**src/rtl/multi_edge_detector.sv**
```systemverilog
`default_nettype none
// ============================================================================
// Module      : multi_edge_detector
// Description : Per-channel synchroniser, optional debounce filter and run-time
//               selectable edge classifier with one-cycle pulse and sticky,
//               write-1-to-clear event flags.
//               Debounce is compiled in with MULTI_EDGE_DETECTOR_DEBOUNCE_EN.
// Revision    : 1.0 - initial release
// ============================================================================
module multi_edge_detector #(
    parameter int OPTN_NUM_CHANNELS  = 1,
    parameter int OPTN_SYNC_DEPTH    = 2,
    parameter int OPTN_FILTER_CYCLES = 4
) (
    input  logic                           clk,
    input  logic                           rst,
    input  logic [OPTN_NUM_CHANNELS-1:0]   i_async,
    input  logic [2*OPTN_NUM_CHANNELS-1:0] i_edge_mode,
    input  logic [OPTN_NUM_CHANNELS-1:0]   i_clear,
    output logic [OPTN_NUM_CHANNELS-1:0]   o_level,
    output logic [OPTN_NUM_CHANNELS-1:0]   o_pulse,
    output logic [OPTN_NUM_CHANNELS-1:0]   o_event,
    output logic                           o_event_any
);

    // Elaboration-time parameter sanity checks
    if (OPTN_NUM_CHANNELS < 1) begin : g_check_channels
        $error("OPTN_NUM_CHANNELS must be >= 1");
    end
    if (OPTN_SYNC_DEPTH < 2) begin : g_check_sync_depth
        $error("OPTN_SYNC_DEPTH must be >= 2");
    end
    if (OPTN_FILTER_CYCLES < 1) begin : g_check_filter
        $error("OPTN_FILTER_CYCLES must be >= 1");
    end

    logic [OPTN_NUM_CHANNELS-1:0] match;

    for (genvar i = 0; i < OPTN_NUM_CHANNELS; i++) begin : g_channel
        logic [OPTN_SYNC_DEPTH-1:0] sync_ff;
        logic                       sync;
        logic                       level;
        logic                       level_d1;
        logic                       rise;
        logic                       fall;

        always_ff @(posedge clk or posedge rst) begin
            if (rst) begin
                sync_ff <= '0;
            end else begin
                sync_ff <= {sync_ff[OPTN_SYNC_DEPTH-2:0], i_async[i]};
            end
        end

        assign sync = sync_ff[OPTN_SYNC_DEPTH-1];

`ifdef MULTI_EDGE_DETECTOR_DEBOUNCE_EN
        localparam int CNT_W = $clog2(OPTN_FILTER_CYCLES + 1);
        localparam logic [CNT_W-1:0] CNT_LAST = CNT_W'(OPTN_FILTER_CYCLES - 1);

        logic [CNT_W-1:0] cnt;

        // Any return of sync to the current level discards the partial window
        always_ff @(posedge clk or posedge rst) begin
            if (rst) begin
                cnt   <= '0;
                level <= 1'b0;
            end else if (sync == level) begin
                cnt   <= '0;
            end else if (cnt == CNT_LAST) begin
                cnt   <= '0;
                level <= sync;
            end else begin
                cnt   <= cnt + 1'b1;
            end
        end
`else
        always_ff @(posedge clk or posedge rst) begin
            if (rst) begin
                level <= 1'b0;
            end else begin
                level <= sync;
            end
        end
`endif

        always_ff @(posedge clk or posedge rst) begin
            if (rst) begin
                level_d1 <= 1'b0;
            end else begin
                level_d1 <= level;
            end
        end

        assign rise       = level & ~level_d1;
        assign fall       = ~level & level_d1;
        assign match[i]   = (i_edge_mode[2*i] & rise) | (i_edge_mode[2*i+1] & fall);
        assign o_level[i] = level;
    end

    // A new match in the same cycle as a clear keeps the flag set
    always_ff @(posedge clk or posedge rst) begin
        if (rst) begin
            o_pulse <= '0;
            o_event <= '0;
        end else begin
            o_pulse <= match;
            o_event <= (o_event & ~i_clear) | match;
        end
    end

    assign o_event_any = |o_event;

endmodule
`default_nettype wire
```
**config.mk**
```make
export PLATFORM = sky130hd
export DESIGN_NAME = multi_edge_detector
export DESIGN_NICKNAME = d
export VERILOG_FILES = /design/src/rtl/multi_edge_detector.sv
export SDC_FILE = /design/constraint.sdc
export NUM_CORES = 1
export LEC_CHECK = 0
export CORE_AREA = 2 2 39 41
export DETAILED_ROUTE_END_ITERATION = 8
export DIE_AREA = 0 0 41 43
export PLACE_DENSITY_LB_ADDON = 0.05
export SKIP_CTS_REPAIR_TIMING = 1
export SYNTH_ARGS = -nofsm -noshare
export SYNTH_HDL_FRONTEND = slang
export SYNTH_SLANG_ARGS = --single-unit
export TNS_END_PERCENT = 10
```
**constraint.sdc**
```tcl
create_clock -name clk -period 1.3 [get_ports clk]
set_input_delay 0.26 -clock clk [delete_from_list [all_inputs] [get_ports clk]]
set_output_delay 0.26 -clock clk [all_outputs]
set_load 0.01 [all_outputs]
```
==> results.py, run 1 <==
metrics = {
    "outcome": {
        "status": "complete, no violations",
    },
    "logic_synthesis": {
        "ys_seq_elements": 6,
        "yosysMostFrequentCell": "dfrtp_1",
        "synthCells": 13,
        "synth_enable_flop_cells": 0,
        "synth_area_leader_cell": "dfrtp_1",
        "synth_area_per_cell_um2": 14.6,
        "ys_top_cells_by_area": "dfrtp_1 79%, o221ai_1 4.6%, buf_4 3.9%, inv_1 3.9%, nand3b_1 3.9%",
        "async_reset_ff_frac": 1.00,
        "syn_nets": 19,
        "syn_area_um2": 190,
        "synthTopCellsByCount": "6 x dfrtp_1, 2 x inv_1",
        "yosysSeqAreaShare": 0.789,
        "ys.flop_type": "dfrtp_1",
        "yosysWarnings": 0,
        "synth_cell_type_count": 7,
        "yosysTopAreaCellShare": 0.789,
    },
    "power_and_ir_drop": {
        "powerDensity_nw_per_um2": 1290,
        "p_sw_frac": 0.205,
        "p_leak_nw": 0.183,
        "p_clk_frac": 0.396,
        "seqPwrFrac": 0.487,
        "power.switching_mw": 0.0861,
        "ir_drop_uv": 328,
        "power_frac_comb": 0.117,
        "p_int_mw": 0.335,
    },
    "global_route": {
        "grt_start_max_net_pins": 7,
        "grt_pass1_vias": 141,
        "antenna_found_initial": 0,
        "grt_usage": 0.0557,
        "grt_pass1_wl_um": 586,
        "gr-total-overflow": 0,
    },
    "die": {
        "die_h_um": 43,
        "pin_count": 10,
        "start_util": 0.137,
        "die_w_um": 41,
        "row_count": 14,
        "core_area_um2": 1380,
        "die_area_um2": 1760,
    },
    "place": {
        "port_buffers": 9,
        "dp_slack_ns": 0.127,
        "place_congestion": 0.571,
    },
    "clock_tree": {
        "cts-root-buf": "clkbuf_4",
        "cts.sinks": 6,
        "path_clk_slew_ns": 0.04,
        "htree_levels": 1,
        "clock_latency_ns": 0.24,
        "cts_inserted_buffers": 3,
        "clock_path_buffers": 2,
        "tritoncts": "built",
    },
    "drt": {
        "vias_per_cell": 3.50,
        "drc": 0,
        "ant_nets": 0,
        "wl_per_cell_um": 9.35,
        "drt_iter0_drc": 4,
        "routed_wl_um": 374,
        "vias": 140,
        "firstDrtPassIters": 3,
    },
    "sta": {
        "slew_violations": 0,
        "post-route-period-util": 0.823,
        "fmax_mhz": 935,
        "post-route-min-period_ns": 1.07,
        "worst_pin_slew_ns": 0.228,
        "max_slew_margin": 0.848,
        "setup_viol": 0,
        "rsz0062_at_grt": "false",
        "worst_hold_slack_ns": 0.234,
        "setup_slack_ns": 0.230,
        "skew_ns": 0.00124,
        "hold_viol": 0,
    },
    "setup_path": {
        "worst-path-buf-inv": 1,
        "endpoint_kind": "output pin",
        "reg2reg_from": "o_level",
        "worstPathMaxFanout": 4,
        "r2r_setup_slack_ns": 0.55,
        "cp_top_family": "flip-flops",
        "slowest_delay_ns": 0.39,
        "r2r-end": "o_event",
        "start_kind": "flop",
        "slowest_stage": "dfrtp_1",
        "crit_chain": "dlymetal6s2s_1",
        "r2r_cells": 2,
        "worstPathRequired_ns": 1.04,
        "worstPathArrival_ns": 0.81,
        "worstSetupPathType": "reg2out",
    },
    "final_layout": {
        "layout-drive-gt1-share": 0.125,
        "syn_to_final_growth_pct": 71.1,
        "num_antenna_cells": 0,
        "finalNetCount": 32,
        "final_util": 0.235,
    },
    "hold_path": {
        "hp-class": "in2async",
    },
    "job": {
        "maxCapViolations": 0,
    },
}
-- per-layer routing --
layer,routed length (um),vias up,global-route usage,share of wire
met1,146,68,0.0561,0.39
met3,55,0,0.0366,0.15
li1,-,64,-,-
met2,173,8,0.0688,0.46
met4,0,0,0.0600,0
met5,0,-,0,0
-- power groups by stage --
| stage | Sequential, mW | Combinational [mW] | Clock [mW] |
|---|---|---|---|
| after floorplan | 0.211 | 0.0160 | 0 |
| after global placement | 0.208 | 0.0540 | 0 |
| after detailed placement | 0.209 | 0.0528 | 0 |
| after CTS | 0.206 | 0.0532 | 0.180 |
| after global routing | 0.206 | 0.0539 | 0.200 |
| final | 0.205 | 0.0493 | 0.167 |
-- stage by stage --
stage | setup TNS [ns] | instances | power (mW) | instance area [um2]
after floorplan | 0 | 13 | 0.227 | 190
after global placement | 0 | 37 | 0.262 | 293
after detailed placement | 0 | 37 | 0.261 | 293
after CTS | -0.414 | 40 | 0.439 | 315
after global routing | 0 | 40 | 0.460 | 325
final | 0 | 40 | 0.421 | 325
-- registers in the layout (all words and copies together) (netlist names) --
signal / flops
g_channel.level_d1: 1
g_channel.sync_ff: 2
o_event: 1
o_level: 1
o_pulse: 1
-- placed cells by master (no fill, tap or decap) --
cell type	count
nand2_1	1
dlymetal6s2s_1	4
o21ai_0	1
dfrtp_1	6
o221ai_1	1
clkdlybuf4s50_1	5
nand3b_1	1
clkbuf_4	3
inv_1	2
-- final cells by class --
cell class	instances	area, um2
fillers	152	1060
multi-input cells	4	25.0
well taps	16	20.0
flip-flops and latches	6	150
clock buffers	3	22.5
inverters	2	7.51
repair buffers	9	100
-- worst reg2reg max path, cell delays in order (launching register included) --
cell and delay, ns:
dfrtp_1 0.37, nand3b_1 0.13, o221ai_1 0.11
-- cell families after synthesis --
group / after synthesis / share of synthesized area
flip-flops: 6 / 0.789
AO/OA/AOI/OAI: 2 / 0.0724
buffers and inverters: 3 / 0.0790
AND/OR/NAND/NOR: 2 / 0.0592
-- worst max-delay path by stage --
stage,startpoint,endpoint,slack (ns),depth (start not counted)
finish,o_level,o_level,0.23,1
global placement,o_level,o_level,0.15,1
global route,o_level,o_level,0.19,1
CTS,o_level,o_level,-0.14,1
floorplan,o_event,o_event_any,0.49,1
detailed placement,o_level,o_level,0.13,1
Power figures use the tool's default switching activity.
==> run 2, diff against run 1 <==
==> constraint.sdc (replaced) <==
create_clock -name clk -period 1 [get_ports clk]
set_input_delay 0.2 -clock clk [delete_from_list [all_inputs] [get_ports clk]]
set_output_delay 0.2 -clock clk [all_outputs]
set_load 0.01 [all_outputs]
==> run 2 against run 1 <==
  * Critical path depth unchanged
  * Combinational power increased by 34%
  * First-iteration DRC count is 100% lower
  * Via count stayed put
  * Critical endpoint is now o_event
  * Sequential share of layout area is the same
  * Clock power rose by 30%
  * Global-route usage increased by 0.20 points
  * Design area did not move
  * Non-clock buffer count increased by 1
  * Routed wire length is 0.27% lower
  * Die area stayed put
==> results.py, run 2 (synthesis results as in run 1) <==
metrics = {
    "outcome": {
        "status": "complete, no violations",
    },
    "final_layout": {
        "layout_commonest_cell": "dfrtp_1",
        "num_antenna_cells": 0,
        "layout-drive-gt1-share": 0.200,
        "largest_reg_flops": 2,
        "layout_common_cells": "6 x dfrtp_1, 5 x clkdlybuf4s50_1, 3 x clkbuf_4, 3 x dlymetal6s2s_1, 2 x inv_1",
        "fin_cells": 41,
        "syn_to_final_growth_pct": 71.1,
        "finalNetCount": 33,
        "regMostFlops": "g_channel.sync_ff",
    },
    "setup_path": {
        "start_kind": "flop",
        "slowest_stage": "dfrtp_1",
        "endpoint_kind": "output pin",
        "cp_top_family": "flip-flops",
        "crit_chain": "dlymetal6s2s_1",
        "r2r_cells": 3,
        "worstPathArrival_ns": 0.79,
        "worst-path-buf-inv": 1,
        "worstPathMaxFanout": 3,
        "worstSetupPathType": "reg2out",
        "slowest_delay_ns": 0.37,
        "worstPathRequired_ns": 0.80,
        "worst-path-stages": 1,
    },
    "die": {
        "core_area_um2": 1380,
        "row_count": 14,
        "start_util": 0.137,
        "die_w_um": 41,
        "die_h_um": 43,
        "pin_count": 10,
        "die_area_um2": 1760,
    },
    "job": {
        "maxCapViolations": 0,
    },
    "clock_tree": {
        "clock_path_buffers": 2,
        "cts.sinks": 6,
        "tritoncts": "built",
        "path_clk_slew_ns": 0.05,
        "clock_latency_ns": 0.24,
        "cts_inserted_buffers": 3,
        "htree_levels": 1,
        "cts-root-buf": "clkbuf_4",
    },
    "global_route": {
        "antenna_found_initial": 0,
        "grt_usage": 0.0576,
        "gr-total-overflow": 0,
        "grt_pass1_vias": 139,
        "grt_start_max_net_pins": 7,
        "grt_pass1_wl_um": 586,
    },
    "drt": {
        "routed_wl_um": 373,
        "drc": 0,
        "vias_per_cell": 3.41,
        "vias": 140,
        "firstDrtPassIters": 1,
        "wl_per_cell_um": 9.10,
        "ant_nets": 0,
        "drt_iter0_drc": 0,
    },
    "sta": {
        "max_slew_margin": 0.843,
        "setup_viol": 0,
        "rsz0062_at_grt": "true",
        "worst_pin_slew_ns": 0.236,
        "worst_hold_slack_ns": 0.180,
        "post-route-period-util": 0.987,
        "slew_violations": 0,
        "hold_viol": 0,
        "post-route-min-period_ns": 0.987,
        "fmax_mhz": 1010,
        "skew_ns": 0.00427,
        "tns_ns": 0,
    },
    "place": {
        "port_buffers": 9,
        "dp.cells": 38,
        "place_congestion": 0.532,
    },
    "power_and_ir_drop": {
        "p_leak_nw": 0.179,
        "powerDensity_nw_per_um2": 1690,
        "ir_drop_uv": 543,
    },
    "hold_path": {
        "hp-class": "in2async",
    },
}
run 2: changes by cell type in the layout (fill, tap and decap cells not counted):
cell	delta
buf_4	+1
clkbuf_2	+1
dlymetal6s2s_1	-1
run 2: report_power, final:
group	switching, mW	total (mW)	internal [mW]
logic	0.0244	0.0662	0.0419
clock network	0.0812	0.217	0.135
registers	0.00651	0.266	0.259
run 2: stage by stage:
| stage | setup WS, ns | cell area, um2 | util | power, mW |
|---|---|---|---|---|
| 6_report | 0.0129 | 325 | 0.235 | 0.548 |
| 3_5_place_dp | -0.0853 | 300 | 0.217 | 0.343 |
| 4_1_cts | -0.351 | 323 | 0.233 | 0.569 |
| 2_1_floorplan | 0.248 | 190 | - | 0.295 |
| 5_1_grt | -0.0303 | 325 | 0.235 | 0.592 |
| 3_3_place_gp | -0.0685 | 300 | 0.217 | 0.344 |
run 2: cell type report:
type / count / area (um2)
clock buffer: 3 / 22.5
fill: 151 / 1060
inverter: 2 / 7.51
multi-input combinational: 4 / 25.0
sequential: 6 / 150
tap: 16 / 20.0
timing repair buffer: 10 / 100
run 2: worst paths after layout:
| path | start | end | slack [ns] |
|---|---|---|---|
| setup / recovery | o_event | o_event | 0.01 |
| hold / removal | rst | o_event | 0.18 |
| setup reg to reg | o_level | o_pulse | 0.17 |
| hold reg to reg | g_channel[0].sync_ff[1] | o_level | 0.35 |
| max in group asynchronous | rst | o_level | 0.62 |
| min in group clk | g_channel[0].sync_ff[1] | o_level | 0.35 |
run 2: routing by layer:
metal  wire length [um]  part of all wire  track usage
met2                153              0.41       0.0625
met5                  0                 0            0
met1                129              0.35       0.0592
met3                 91              0.24       0.0995
met4                  0                 0            0
